===== src/rtl/print_pkg.sv =====
// Shared constants, state encoding, request record and conversion helpers
// for the print_bcd_writer value-table producer.
package print_pkg;

  localparam logic [7:0]  REC_MAX    = 8'd46;
  localparam int          BIN_W      = 21;
  localparam int          FIFO_DEPTH = 4;
  localparam int          BCD_DIGITS = 7;
  localparam int          VAL_W      = 25;
  localparam logic [20:0] SAT_VAL    = 21'd1999999;
  localparam logic [4:0]  ITER_LAST  = 5'd20;

  typedef logic [1:0] state_t;
  localparam state_t ST_IDLE  = 2'd0;
  localparam state_t ST_CLEAR = 2'd1;
  localparam state_t ST_CONV  = 2'd2;
  localparam state_t ST_EMIT  = 2'd3;

  typedef struct packed {
    logic [7:0]  rec;
    logic [20:0] bin;
    logic        raw;
  } req_t;

  function automatic logic [20:0] sat_bin(input logic [20:0] bin);
    logic [20:0] res;
    if (bin > SAT_VAL) res = SAT_VAL;
    else               res = bin;
    return res;
  endfunction

  // One double-dabble step; the top digit holds at most 1, so it never needs the add-3.
  function automatic logic [VAL_W-1:0] dd_step(input logic [VAL_W-1:0] bcd, input logic bit_in);
    logic [VAL_W-1:0] t;
    t = bcd;
    for (int i = 0; i < BCD_DIGITS - 1; i++) begin
      if (t[4*i +: 4] >= 4'd5) t[4*i +: 4] = t[4*i +: 4] + 4'd3;
      else                     t[4*i +: 4] = t[4*i +: 4];
    end
    return {t[VAL_W-2:0], bit_in};
  endfunction

endpackage


===== src/rtl/print_bcd_writer_if.sv =====
// Request and table-write port bundle; master drives requests, slave is the writer.
interface print_bcd_writer_if;
  logic        req_valid;
  logic        req_ready;
  logic [7:0]  req_rec;
  logic [20:0] req_bin;
  logic        req_raw;
  logic        clear_req;
  logic [7:0]  print_rec;
  logic [24:0] print_val;
  logic        print_set;
  logic        busy;
  logic        err_rec;

  modport master (
    output req_valid, req_rec, req_bin, req_raw, clear_req,
    input  req_ready, print_rec, print_val, print_set, busy, err_rec
  );

  modport slave (
    input  req_valid, req_rec, req_bin, req_raw, clear_req,
    output req_ready, print_rec, print_val, print_set, busy, err_rec
  );
endinterface


===== src/rtl/print_req_fifo.sv =====
// Small synchronous request FIFO with flush; flush wins over a coincident push or pop.
module print_req_fifo
  import print_pkg::*;
#(
  parameter int DEPTH = FIFO_DEPTH,
  parameter int W     = $bits(req_t)
) (
  input  logic         clk,
  input  logic         rst,
  input  logic         i_push,
  input  logic [W-1:0] i_din,
  input  logic         i_pop,
  input  logic         i_flush,
  output logic [W-1:0] o_dout,
  output logic         o_full,
  output logic         o_empty
);

  localparam int AW = $clog2(DEPTH);

  logic [W-1:0] r_mem [DEPTH];
  logic [AW:0]  r_wptr;
  logic [AW:0]  r_rptr;
  logic         w_do_push;
  logic         w_do_pop;

  assign w_do_push = i_push & ~o_full  & ~i_flush;
  assign w_do_pop  = i_pop  & ~o_empty & ~i_flush;
  assign o_empty   = (r_wptr == r_rptr);
  assign o_full    = (r_wptr[AW] != r_rptr[AW]) && (r_wptr[AW-1:0] == r_rptr[AW-1:0]);
  assign o_dout    = r_mem[r_rptr[AW-1:0]];

  always_ff @(posedge clk) begin
    if (w_do_push) r_mem[r_wptr[AW-1:0]] <= i_din;
  end

  // Extra MSB on each pointer distinguishes full from empty.
  always_ff @(posedge clk or posedge rst) begin
    if (rst) begin
      r_wptr <= '0;
      r_rptr <= '0;
    end else if (i_flush) begin
      r_wptr <= '0;
      r_rptr <= '0;
    end else begin
      if (w_do_push) r_wptr <= r_wptr + {{AW{1'b0}}, 1'b1};
      if (w_do_pop)  r_rptr <= r_rptr + {{AW{1'b0}}, 1'b1};
    end
  end

endmodule


===== src/rtl/print_bcd_writer.sv =====
// Queues print requests, converts binary to packed BCD and writes the value table;
// also runs a zeroing sweep over every record on clear_req.
module print_bcd_writer
  import print_pkg::*;
(
  input  logic                CLOCK_50,
  input  logic                RST,
  print_bcd_writer_if.slave   bus
);

  state_t            r_state, w_state_nxt;
  logic [7:0]        r_clr_idx, w_clr_idx_nxt;
  logic              r_clr_pend;
  logic [7:0]        r_rec;
  logic [BIN_W-1:0]  r_bin;
  logic [VAL_W-1:0]  r_bcd;
  logic [4:0]        r_iter;
  logic              r_print_set;
  logic [7:0]        r_print_rec;
  logic [VAL_W-1:0]  r_print_val;
  logic              r_err_rec;

  req_t              w_req_in;
  req_t              w_head;
  logic              w_full, w_empty;
  logic              w_clr_go, w_pop, w_rec_bad;
  logic [VAL_W-1:0]  w_dd_bcd;
  logic              w_set_nxt;
  logic [7:0]        w_rec_nxt;
  logic [VAL_W-1:0]  w_val_nxt;
  logic              w_err_nxt;

  assign w_req_in = '{rec: bus.req_rec, bin: bus.req_bin, raw: bus.req_raw};

  print_req_fifo u_fifo (
    .clk     (CLOCK_50),
    .rst     (RST),
    .i_push  (bus.req_valid),
    .i_din   (w_req_in),
    .i_pop   (w_pop),
    .i_flush (bus.clear_req),
    .o_dout  (w_head),
    .o_full  (w_full),
    .o_empty (w_empty)
  );

  assign w_clr_go  = r_clr_pend | bus.clear_req;
  assign w_pop     = (r_state == ST_IDLE) & ~w_clr_go & ~w_empty;
  assign w_rec_bad = (w_head.rec >= REC_MAX);
  assign w_dd_bcd  = dd_step(r_bcd, r_bin[BIN_W-1]);

  assign bus.req_ready = ~w_full;
  assign bus.busy      = (r_state != ST_IDLE) | ~w_empty | r_clr_pend;
  assign bus.print_set = r_print_set;
  assign bus.print_rec = r_print_rec;
  assign bus.print_val = r_print_val;
  assign bus.err_rec   = r_err_rec;

  always_ff @(posedge CLOCK_50 or posedge RST) begin
    if (RST) begin
      r_state   <= ST_IDLE;
      r_clr_idx <= 8'd0;
    end else begin
      r_state   <= w_state_nxt;
      r_clr_idx <= w_clr_idx_nxt;
    end
  end

  // A clear arriving in IDLE is taken at once; inside CLEAR it restarts the sweep instead.
  always_comb begin
    w_state_nxt   = r_state;
    w_clr_idx_nxt = r_clr_idx;
    case (r_state)
      ST_IDLE: begin
        if (w_clr_go) begin
          w_state_nxt   = ST_CLEAR;
          w_clr_idx_nxt = 8'd0;
        end else if (w_empty || w_rec_bad) begin
          w_state_nxt = ST_IDLE;
        end else if (w_head.raw) begin
          w_state_nxt = ST_EMIT;
        end else begin
          w_state_nxt = ST_CONV;
        end
      end
      ST_CLEAR: begin
        if (bus.clear_req) begin
          w_clr_idx_nxt = 8'd0;
        end else if (r_clr_idx == REC_MAX - 8'd1) begin
          w_state_nxt = ST_IDLE;
        end else begin
          w_clr_idx_nxt = r_clr_idx + 8'd1;
        end
      end
      ST_CONV: begin
        if (r_iter == ITER_LAST) w_state_nxt = ST_EMIT;
        else                     w_state_nxt = ST_CONV;
      end
      ST_EMIT: w_state_nxt = ST_IDLE;
      default: w_state_nxt = ST_IDLE;
    endcase
  end

  // Output values are computed from the upcoming state so the write strobe is registered.
  always_comb begin
    w_set_nxt = 1'b0;
    w_rec_nxt = r_print_rec;
    w_val_nxt = r_print_val;
    w_err_nxt = w_pop & w_rec_bad;
    case (w_state_nxt)
      ST_CLEAR: begin
        w_set_nxt = 1'b1;
        w_rec_nxt = w_clr_idx_nxt;
        w_val_nxt = '0;
      end
      ST_EMIT: begin
        w_set_nxt = 1'b1;
        if (r_state == ST_IDLE) begin
          w_rec_nxt = w_head.rec;
          w_val_nxt = {4'b0000, w_head.bin};
        end else begin
          w_rec_nxt = r_rec;
          w_val_nxt = w_dd_bcd;
        end
      end
      default: begin
        w_set_nxt = 1'b0;
      end
    endcase
  end

  always_ff @(posedge CLOCK_50 or posedge RST) begin
    if (RST) begin
      r_print_set <= 1'b0;
      r_print_rec <= 8'd0;
      r_print_val <= '0;
      r_err_rec   <= 1'b0;
    end else begin
      r_print_set <= w_set_nxt;
      r_print_rec <= w_rec_nxt;
      r_print_val <= w_val_nxt;
      r_err_rec   <= w_err_nxt;
    end
  end

  always_ff @(posedge CLOCK_50 or posedge RST) begin
    if (RST) begin
      r_clr_pend <= 1'b0;
    end else if ((r_state == ST_IDLE) && w_clr_go) begin
      r_clr_pend <= 1'b0;
    end else if (bus.clear_req && (r_state != ST_CLEAR)) begin
      r_clr_pend <= 1'b1;
    end
  end

  // Converter: shift binary MSB-first into the BCD register, one bit per CONV cycle.
  always_ff @(posedge CLOCK_50 or posedge RST) begin
    if (RST) begin
      r_rec  <= 8'd0;
      r_bin  <= '0;
      r_bcd  <= '0;
      r_iter <= 5'd0;
    end else if (w_pop && !w_rec_bad && !w_head.raw) begin
      r_rec  <= w_head.rec;
      r_bin  <= sat_bin(w_head.bin);
      r_bcd  <= '0;
      r_iter <= 5'd0;
    end else if (r_state == ST_CONV) begin
      r_bcd  <= w_dd_bcd;
      r_bin  <= {r_bin[BIN_W-2:0], 1'b0};
      r_iter <= r_iter + 5'd1;
    end
  end

endmodule


===== src/flat_wrapper.sv =====
// flat-port wrapper written by rule: the top's interface ports become plain ports
module print_bcd_writer_flat import print_pkg::*;
  (CLOCK_50, RST, bus_req_valid, bus_req_rec, bus_req_bin, bus_req_raw, bus_clear_req, bus_req_ready, bus_print_rec, bus_print_val, bus_print_set, bus_busy, bus_err_rec);
  print_bcd_writer_if bus_i ();
  input  logic CLOCK_50;
  input  logic RST;
  input wire logic [$bits(bus_i.req_valid)-1:0] bus_req_valid;
  input wire logic [$bits(bus_i.req_rec)-1:0] bus_req_rec;
  input wire logic [$bits(bus_i.req_bin)-1:0] bus_req_bin;
  input wire logic [$bits(bus_i.req_raw)-1:0] bus_req_raw;
  input wire logic [$bits(bus_i.clear_req)-1:0] bus_clear_req;
  output wire logic [$bits(bus_i.req_ready)-1:0] bus_req_ready;
  output wire logic [$bits(bus_i.print_rec)-1:0] bus_print_rec;
  output wire logic [$bits(bus_i.print_val)-1:0] bus_print_val;
  output wire logic [$bits(bus_i.print_set)-1:0] bus_print_set;
  output wire logic [$bits(bus_i.busy)-1:0] bus_busy;
  output wire logic [$bits(bus_i.err_rec)-1:0] bus_err_rec;
  assign bus_i.req_valid = bus_req_valid;
  assign bus_i.req_rec = bus_req_rec;
  assign bus_i.req_bin = bus_req_bin;
  assign bus_i.req_raw = bus_req_raw;
  assign bus_i.clear_req = bus_clear_req;
  assign bus_req_ready = bus_i.req_ready;
  assign bus_print_rec = bus_i.print_rec;
  assign bus_print_val = bus_i.print_val;
  assign bus_print_set = bus_i.print_set;
  assign bus_busy = bus_i.busy;
  assign bus_err_rec = bus_i.err_rec;
  print_bcd_writer u_core (.CLOCK_50(CLOCK_50), .RST(RST), .bus(bus_i));
endmodule

===== config.mk =====
export PLATFORM = sky130hd
export DESIGN_NAME = print_bcd_writer_flat
export DESIGN_NICKNAME = d
export VERILOG_FILES = /design/src/rtl/print_pkg.sv /design/src/rtl/print_bcd_writer_if.sv /design/src/rtl/print_req_fifo.sv /design/src/rtl/print_bcd_writer.sv /design/src/flat_wrapper.sv
export SDC_FILE = /design/constraint.sdc
export NUM_CORES = 1
export LEC_CHECK = 0
export CAP_MARGIN = 20
export CELL_PAD_IN_SITES_DETAIL_PLACEMENT = 1
export CELL_PAD_IN_SITES_GLOBAL_PLACEMENT = 2
export CORE_ASPECT_RATIO = 1.5
export CORE_MARGIN = 10
export CORE_UTILIZATION = 25
export CTS_BUF_LIST = sky130_fd_sc_hd__clkbuf_4
export DETAILED_ROUTE_END_ITERATION = 12
export GPL_TIMING_DRIVEN = 0
export PLACE_DENSITY = 0.66
export SKIP_CTS_REPAIR_TIMING = 1
export SYNTH_ARGS = -nofsm -noshare
export SYNTH_HDL_FRONTEND = slang
export SYNTH_SLANG_ARGS = --single-unit

===== constraint.sdc =====
create_clock -name CLOCK_50 -period 3.5 [get_ports CLOCK_50]
set_input_delay 0.525 -clock CLOCK_50 [delete_from_list [all_inputs] [get_ports CLOCK_50]]
set_output_delay 0.525 -clock CLOCK_50 [all_outputs]
set_load 0.02 [all_outputs]

==> metrics.txt, run 1 <==
# TYPE chip_impl_metric gauge
chip_impl_info{name="outcome",value="finished, final reports clean"} 1
chip_impl_metric{name="timing.final.setup_violations",unit=""} 0
chip_impl_metric{name="layout.filler_cells",unit=""} 4423
chip_impl_metric{name="timing.final.hold_violations",unit=""} 0
chip_impl_metric{name="drv_slew",unit=""} 0
chip_impl_metric{name="grt_antenna_before_repair",unit=""} 1
chip_impl_metric{name="skew",unit="ns"} 0.02275
chip_impl_metric{name="dp_hpwl",unit="um"} 19980
chip_impl_metric{name="crit_path_max_fanout",unit=""} 10
chip_impl_metric{name="final_core_util",unit="%"} 30.43
chip_impl_metric{name="cap_violations",unit=""} 0
chip_impl_metric{name="gr-total-overflow",unit=""} 0
chip_impl_metric{name="finalWirelength",unit="um"} 28010
chip_impl_metric{name="antenna_viol_nets_final",unit=""} 0
chip_impl_metric{name="post_synth_inst_count",unit=""} 781
chip_impl_metric{name="reg2regPathDepth",unit=""} 8
chip_impl_info{name="grt_setup_unrepaired",value="no"} 1
chip_impl_metric{name="placedCellCount",unit=""} 1358
chip_impl_metric{name="horizontal_extent_of_the_die",unit="um"} 184.9
chip_impl_metric{name="fp.dieArea",unit="sq um"} 49430
chip_impl_metric{name="final_net_count",unit=""} 963
chip_impl_metric{name="drt_iter0_markers",unit=""} 250
chip_impl_metric{name="slew_at_the_pin_closest_to_its_max_slew_limit",unit="ns"} 0.8896
chip_impl_metric{name="drive_gt1_share",unit="%"} 16.75
chip_impl_metric{name="initial_utilization",unit="%"} 25.29
chip_impl_metric{name="port_buffers",unit=""} 70
chip_impl_metric{name="post_synth_instance_area",unit="sq um"} 10200
chip_impl_info{name="startpoint_type",value="register"} 1
chip_impl_info{name="worst-setup-path-type",value="reg2reg"} 1
chip_impl_metric{name="grt_start_max_net_pins",unit=""} 88
chip_impl_info{name="postSynth.topFlopCell",value="edfxtp_1"} 1
chip_impl_metric{name="flow.area_growth_from_synthesis",unit="%"} 20.32
chip_impl_metric{name="final_cell_count_no_fill",unit=""} 1456
chip_impl_metric{name="clock_latency",unit="ns"} 0.71
chip_impl_metric{name="synth-seq-cells",unit=""} 229
chip_impl_metric{name="worstPathArrival",unit="ns"} 3.87
chip_impl_metric{name="cts.reportedPaths.clkPinSlew",unit="ns"} 0.07
chip_impl_metric{name="synth_warn",unit=""} 0
chip_impl_metric{name="numClockSinks",unit=""} 229
chip_impl_metric{name="power.leakage",unit="nW"} 4.803
chip_impl_metric{name="design.portCount",unit=""} 71
chip_impl_metric{name="cts_max_path_bufs",unit=""} 3
chip_impl_metric{name="first_pass_iters",unit=""} 4
chip_impl_metric{name="grt_first_pass_wirelength",unit="um"} 44500
chip_impl_metric{name="nets_in_the_synthesized_netlist",unit=""} 836
chip_impl_info{name="worstReg2RegStart",value="u_core.u_fifo.r_rptr[0]"} 1
chip_impl_metric{name="fmax",unit="MHz"} 303.7
chip_impl_metric{name="synth-seq-area-share",unit="%"} 62.09
chip_impl_info{name="cts_root_buf",value="clkbuf_4"} 1
chip_impl_metric{name="ctsHtreeMaxLevel",unit=""} 2
chip_impl_metric{name="first_global_vias",unit=""} 7585
chip_impl_metric{name="vias_per_cell",unit=""} 4.634
chip_impl_metric{name="synthesis.area_per_instance",unit="sq um"} 13.06
chip_impl_metric{name="synth_enable_flop_cells",unit=""} 120
chip_impl_metric{name="drc_errors",unit=""} 0
chip_impl_metric{name="per_cell_routed_wire_length",unit="um"} 19.24
chip_impl_metric{name="max-slew-margin-rel",unit="%"} 40.19
chip_impl_metric{name="synth_async_sr_flop_share",unit="%"} 47.60
chip_impl_metric{name="final.period_utilization",unit="%"} 94.09
chip_impl_info{name="regToRegEndpoint",value="u_core.bus.print_val[3]"} 1
chip_impl_metric{name="power_per_cell_area",unit="nW/um^2"} 425.3
chip_impl_metric{name="finalWeightedCongestion",unit=""} 0.7643
chip_impl_metric{name="worst_ir_drop_vdd",unit="mV"} 0.1490
chip_impl_metric{name="core_area",unit="sq um"} 40310
chip_impl_metric{name="cts-buffers-inserted",unit=""} 55
chip_impl_metric{name="finalCriticalPeriod",unit="ns"} 3.293
chip_impl_metric{name="synth.lib_cells_used.distinct",unit=""} 50
chip_impl_info{name="tritoncts",value="yes"} 1
chip_impl_info{name="timing.critical_path.to_type",value="register"} 1
chip_impl_metric{name="grt_use_total",unit="%"} 11.62
chip_impl_info{name="min-delay-path-class",value="in2async"} 1
chip_impl_metric{name="floorplan.rows",unit=""} 90
chip_impl_metric{name="routed-via-count",unit=""} 6747
chip_impl_metric{name="worst-endpoint-required",unit="ns"} 4.07
chip_impl_metric{name="die_height",unit="um"} 267.4
chip_impl_metric{name="r2r_slack",unit="ns"} 0.21
per-layer routing:
metal	wire length [um]	share of wire, %	up-vias	GRT usage, %
li1	-	-	3169	-
met1	11150	40	3372	12.74
met2	14590	52	145	20.92
met3	1250	4.5	61	2.509
met4	1008	3.6	0	5.132
met5	0	0	-	0
report_power, final:
part / switching [W] / internal, W
Combinational: 0.000121 / 0.0000808
Clock: 0.00110 / 0.00101
Sequential: 0.0000177 / 0.00289
cells in the mapped netlist (15+ instances only):
cell type	n	share of area, %
ha_1	21	2.6
clkbuf_1	22	0.81
edfxtp_1	120	35
a211oi_1	17	1.3
dfrtp_1	109	27
xnor2_1	15	1.3
nor2_1	50	1.8
mux4_2	30	6.6
inv_1	22	0.81
o21ai_0	21	1.0
mux2i_1	27	2.7
nand3_1	34	1.7
nand2_1	92	3.4
a21oi_1	39	1.9
cell families (layout without fill, tap and decap cells):
kind of cell	after synthesis	after routing	synth area share (%)
xor gates and xnor gates	20	20	1.718
DFF	229	229	62.09
buffers and inverters	64	232	2.638
and+or+nand+nor	235	235	10.92
muxes	74	74	11.15
AOI/OAI and AO/OA	138	138	8.908
other	0	1	0
adders and majority gates	21	21	2.577
cell type report:
type	instances	area [sq um]	share of cell area (%)
multi-input cells	488	3620	29.50
flip-flops and latches	229	6331	51.60
repair buffers	71	730.7	5.956
clock buffers	76	570.5	4.650
plain buffers	41	196.4	1.601
diodes	1	2.502	0.02040
clock inverters	22	97.59	0.7954
well taps	506	633.1	5.160
inverters	22	87.58	0.7138
per-stage QoR:
step	setup TNS (ns)	total power (W)	setup slack (ns)	hold WS [ns]	cell area (sq um)
4_1_cts	-0.5467	0.005322	-0.5467	0.07852	12240
5_1_grt	0	0.005480	0.03009	0.08766	12270
6_report	0	0.005218	0.2068	0.1437	12270
3_5_place_dp	0	0.003172	0.09967	0.4745	11570
2_1_floorplan	0	0.003057	0.1011	0.4580	10200
3_3_place_gp	-219.52	0.003160	-2.033	0.4668	11530
state kept, by name, indices dropped and copies added (netlist names), 2 cells and up:
register / count
u_core.u_fifo.r_mem: 120
u_core.bus.print_val: 25
u_core.r_bcd: 24
u_core.r_bin: 21
u_core.bus.print_rec: 8
u_core.r_clr_idx: 8
u_core.r_rec: 8
u_core.r_iter: 5
u_core.u_fifo.r_rptr: 3
u_core.u_fifo.r_wptr: 3
u_core.r_state: 2
critical path: stages (launching register included):
cell,delay [ns]
dfrtp_1,0.35
clkbuf_4,0.22
mux4_2,0.60
a211oi_2,0.48
nand4_2,0.39
and2_1,0.31
inv_1,0.17
buf_4,0.27
mux2_2,0.36
cell usage in the layout (no fill, tap or decap), types with 14 or more instances in the layout:
| master | count |
|---|---|
| ha_1 | 21 |
| nand3_1 | 34 |
| nor3b_1 | 14 |
| a21oi_1 | 39 |
| dfrtp_1 | 109 |
| mux2i_1 | 27 |
| clkbuf_1 | 21 |
| edfxtp_1 | 120 |
| a211oi_1 | 17 |
| clkbuf_4 | 77 |
| clkdlybuf4s50_1 | 69 |
| mux4_2 | 30 |
| clkinv_1 | 15 |
| inv_1 | 21 |
| o31ai_1 | 14 |
| o21ai_0 | 21 |
| nor2_1 | 50 |
| nand2_1 | 92 |
how the worst max path moves through the flow:
| stage | start | end |
|---|---|---|
| floorplan | RST | u_core.bus.err_rec |
| global placement | RST | u_core.bus.print_val[19] |
| detailed placement | u_core.u_fifo.r_rptr[1] | u_core.r_bin[15] |
| CTS | u_core.r_state[0] | bus_busy |
| global route | u_core.u_fifo.r_rptr[0] | u_core.bus.print_val[3] |
| finish | u_core.u_fifo.r_rptr[0] | u_core.bus.print_val[3] |
No activity file was read; power rests on OpenSTA's default activity.
==> inputs of run 2 (changes only) <==
--- a/config.mk
+++ b/config.mk
@@ -14,8 +14,10 @@
 export CTS_BUF_LIST = sky130_fd_sc_hd__clkbuf_4
 export DETAILED_ROUTE_END_ITERATION = 12
 export GPL_TIMING_DRIVEN = 0
-export PLACE_DENSITY = 0.66
+export MAX_ROUTING_LAYER = met4
+export PLACE_DENSITY = 0.65
 export SKIP_CTS_REPAIR_TIMING = 1
 export SYNTH_ARGS = -nofsm -noshare
 export SYNTH_HDL_FRONTEND = slang
+export SYNTH_HIERARCHICAL = 1
 export SYNTH_SLANG_ARGS = --single-unit
==> run 2 against run 1 <==
  * Synthesized cell count increased by 0.77%
  * Clock power is 2% higher
  * Global-route usage is 0.28 points higher
  * Worst hold slack improved by 0.082 ns
  * Clock-buffer cell count shrank 1
  * Synthesized area grew 2.0%
==> metrics.txt, run 2 <==
# TYPE chip_impl_metric gauge
chip_impl_info{name="most_common_cell_after_layout_fill_and_taps_aside",value="edfxtp_1"} 1
chip_impl_metric{name="drt_iter0_markers",unit=""} 271
chip_impl_metric{name="grt_start_max_net_pins",unit=""} 70
chip_impl_metric{name="skew",unit="ns"} 0.05237
chip_impl_metric{name="synth_warn",unit=""} 6
chip_impl_metric{name="area_taken_by_multi_input_logic_gates",unit="sq um"} 3801
chip_impl_metric{name="post_synth_inst_count",unit=""} 787
chip_impl_metric{name="yosys.area.top_type_share",unit="%"} 34.64
chip_impl_metric{name="vias_per_cell",unit=""} 4.603
chip_impl_info{name="outcome",value="finished, final reports clean"} 1
chip_impl_metric{name="finalCriticalPeriod",unit="ns"} 3.301
chip_impl_metric{name="power.share.switching",unit="%"} 28.79
chip_impl_metric{name="antenna_viol_nets_final",unit=""} 0
chip_impl_metric{name="cap_violations",unit=""} 0
chip_impl_metric{name="fmax",unit="MHz"} 303.0
chip_impl_metric{name="layout.filler_cells",unit=""} 4511
chip_impl_metric{name="minimum_setup_slack_after_placement",unit="ns"} -0.3784
chip_impl_metric{name="floorplan.rows",unit=""} 91
chip_impl_metric{name="worstPathArrival",unit="ns"} 2.78
chip_impl_metric{name="cts.reportedPaths.clkPinSlew",unit="ns"} 0.07
chip_impl_metric{name="routed-via-count",unit=""} 6982
chip_impl_metric{name="report.power.total",unit="W"} 0.006401
chip_impl_metric{name="dp_hpwl",unit="um"} 21060
chip_impl_info{name="tritoncts",value="yes"} 1
chip_impl_metric{name="post_dp_cell_area",unit="sq um"} 11890
chip_impl_metric{name="fp.dieArea",unit="sq um"} 50340
chip_impl_metric{name="drv_slew",unit=""} 0
chip_impl_metric{name="stdcell_area",unit="sq um"} 12650
chip_impl_metric{name="post_synth_instance_area",unit="sq um"} 10400
chip_impl_metric{name="cts_max_path_bufs",unit=""} 3
chip_impl_metric{name="crit_path_max_fanout",unit=""} 9
chip_impl_info{name="timing.critical_path.to_type",value="primary output"} 1
chip_impl_metric{name="internal-power",unit="W"} 0.004558
chip_impl_metric{name="met2_wire_length",unit="um"} 15730
chip_impl_metric{name="design.portCount",unit=""} 71
chip_impl_metric{name="finalWeightedCongestion",unit=""} 0.7654
chip_impl_metric{name="power_per_cell_area",unit="nW/um^2"} 505.9
chip_impl_metric{name="nets_in_the_synthesized_netlist",unit=""} 842
chip_impl_info{name="cts_root_buf",value="clkbuf_4"} 1
chip_impl_metric{name="flow.area_growth_from_synthesis",unit="%"} 21.60
chip_impl_metric{name="gr-total-overflow",unit=""} 0
chip_impl_metric{name="hold_slack",unit="ns"} 0.2260
chip_impl_metric{name="grt_antenna_before_repair",unit=""} 3
chip_impl_info{name="worst-setup-path-type",value="reg2out"} 1
chip_impl_info{name="synth.top_cells.by_count",value="120 x edfxtp_1, 110 x dfrtp_1, 79 x nand2_1"} 1
chip_impl_metric{name="worst-endpoint-required",unit="ns"} 2.97
chip_impl_metric{name="fin_ws",unit="ns"} 0.1994
chip_impl_metric{name="power.leakage",unit="nW"} 4.839
chip_impl_info{name="top_layer",value="met4"} 1
chip_impl_metric{name="largest_register_ff_count",unit=""} 120
chip_impl_info{name="postSynth.topFlopCell",value="edfxtp_1"} 1
chip_impl_metric{name="drive_gt1_share",unit="%"} 17.99
chip_impl_metric{name="area_occupied_by_registers",unit="sq um"} 6356
chip_impl_metric{name="grt_use_total",unit="%"} 11.90
chip_impl_metric{name="first_pass_iters",unit=""} 4
chip_impl_metric{name="synthesis.area_per_instance",unit="sq um"} 13.22
chip_impl_metric{name="finalWirelength",unit="um"} 29060
chip_impl_metric{name="timing.final.hold_violations",unit=""} 0
chip_impl_metric{name="cts-buffers-inserted",unit=""} 53
chip_impl_metric{name="final.period_utilization",unit="%"} 94.30
chip_impl_metric{name="met3_length",unit="um"} 1030
chip_impl_info{name="post_synth_main_area_contributors",value="edfxtp_1 35%, dfrtp_1 26%, mux4_2 6.5%"} 1
chip_impl_metric{name="timing.final.setup_violations",unit=""} 0
chip_impl_metric{name="clockPowerShare",unit="%"} 33.8
chip_impl_metric{name="initial_utilization",unit="%"} 25.31
chip_impl_metric{name="met1_length",unit="um"} 11380
chip_impl_metric{name="die_height",unit="um"} 269.8
chip_impl_metric{name="synth_async_sr_flop_share",unit="%"} 47.83
chip_impl_metric{name="grt_first_pass_wirelength",unit="um"} 46100
chip_impl_info{name="min-delay-path-class",value="in2async"} 1
chip_impl_metric{name="numClockSinks",unit=""} 230
chip_impl_metric{name="combPwrFrac",unit="%"} 15.2
chip_impl_info{name="startpoint_type",value="register"} 1
chip_impl_metric{name="worst_ir_drop_vdd",unit="mV"} 0.2277
chip_impl_metric{name="clock_latency",unit="ns"} 0.73
chip_impl_metric{name="slew_at_the_pin_closest_to_its_max_slew_limit",unit="ns"} 0.9013
chip_impl_metric{name="max-slew-margin-rel",unit="%"} 39.91
chip_impl_info{name="layout.cells.most_common_list",value="120 x edfxtp_1, 110 x dfrtp_1, 79 x nand2_1"} 1
chip_impl_info{name="synth_top_cell_by_area",value="edfxtp_1"} 1
chip_impl_info{name="grt_setup_unrepaired",value="no"} 1
chip_impl_metric{name="synth-seq-area-share",unit="%"} 61.09
chip_impl_info{name="post-synth-top-count-cell",value="edfxtp_1"} 1
chip_impl_metric{name="horizontal_extent_of_the_die",unit="um"} 186.6
chip_impl_metric{name="switchingPower",unit="W"} 0.001843
chip_impl_metric{name="core_area",unit="sq um"} 41100
chip_impl_metric{name="first_global_vias",unit=""} 7645
chip_impl_metric{name="synth.lib_cells_used.distinct",unit=""} 63
chip_impl_metric{name="ctsHtreeMaxLevel",unit=""} 2
chip_impl_metric{name="synth-seq-cells",unit=""} 230
chip_impl_metric{name="power.sequential.fraction",unit="%"} 51.0
chip_impl_metric{name="synth_enable_flop_cells",unit=""} 120
chip_impl_metric{name="port_buffers",unit=""} 70
chip_impl_metric{name="drc_errors",unit=""} 0
chip_impl_metric{name="per_cell_routed_wire_length",unit="um"} 19.16
chip_impl_metric{name="final_net_count",unit=""} 972
run 2: cell count changes after synthesis, moves of 7 or more:
cell / previous run / this run
o31ai_1: 14 / 3
o21ai_1: 11 / 1
o22ai_1: 0 / 8
nand2_1: 92 / 79
o22a_1: 8 / 0
a2bb2oi_1: 0 / 11
clkbuf_1: 22 / 29
inv_1: 22 / 34
mux2_2: 11 / 3
nand3_1: 34 / 27
o21ai_0: 21 / 29
o2bb2ai_1: 0 / 12
nor2_1: 50 / 32
mux2_4: 0 / 9
run 2: final cells by class:
cell class / instances / share of cell area, %
sequential: 230 / 50.24
multi-input combinational: 480 / 30.05
timing repair buffer: 75 / 6.112
tap: 558 / 5.519
clock buffer: 75 / 4.451
buffer: 42 / 1.573
inverter: 35 / 1.078
clock inverter: 19 / 0.9198
antenna: 3 / 0.05934
run 2: layer usage:
metal | vias up | track usage [%]
met4 | 0 | 4.872
met5 | - | -
met2 | 131 | 21.60
met3 | 62 | 2.274
li1 | 3230 | -
met1 | 3559 | 12.34
run 2: final timing paths:
| check | start | to | slack, ns | cells after the start |
|---|---|---|---|---|
| worst min-delay path | RST | u_core/u_fifo/r_wptr[1] | 0.23 | 2 |
| worst max register to register | u_core/u_fifo/r_rptr[1] | u_core/r_iter[2] | 0.26 | 9 |
| worst max-delay path | u_core/u_fifo/r_rptr[1] | bus_busy | 0.20 | 6 |
| worst min register to register | u_core/r_rec[2] | u_core/r_rec[2] | 0.48 | 2 |
| min in group CLOCK_50 | bus_req_bin[6] | u_core/u_fifo/r_mem[0][7] | 0.44 | 1 |
| max in group asynchronous | RST | u_core/bus.print_val[8] | 2.55 | 3 |
run 2: logic make-up (layout without fill, tap and decap cells):
group	after synthesis	after routing	share of synthesized area (%)
other	0	3	0
DFF	230	230	61.09
and+or+nand+nor	204	204	9.826
muxes	75	75	11.29
xor gates and xnor gates	19	19	1.816
AOI/OAI and AO/OA	161	161	10.35
buffers and inverters	77	246	3.091
adders and majority gates	21	21	2.526
run 2: power groups by stage:
stage / sequential (W) / clock, W / combinational, W
2_1_floorplan: 0.00327 / 0 / 0.000650
5_1_grt: 0.00330 / 0.00241 / 0.00110
4_1_cts: 0.00326 / 0.00228 / 0.000976
3_5_place_dp: 0.00332 / 0 / 0.000971
3_3_place_gp: 0.00331 / 0 / 0.000938
6_report: 0.00326 / 0.00216 / 0.000973
run 2: metrics by stage:
step | setup TNS [ns] | util [%] | cells
floorplan | 0 | - | 787
global placement | -249.14 | 28.73 | 1415
detailed placement | -10.87 | 28.92 | 1418
CTS | -11.27 | 30.57 | 1512
global route | 0 | 30.78 | 1517
finish | 0 | 30.78 | 1517
run 2: worst max-delay path, cell delays in order (launching register included):
cell and delay (ns):
dfrtp_1 0.38, buf_2 0.23, xnor2_4 0.30, nand2_1 0.18, nor2_2 0.27, nand3b_1 0.15
clkdlybuf4s50_1 0.57
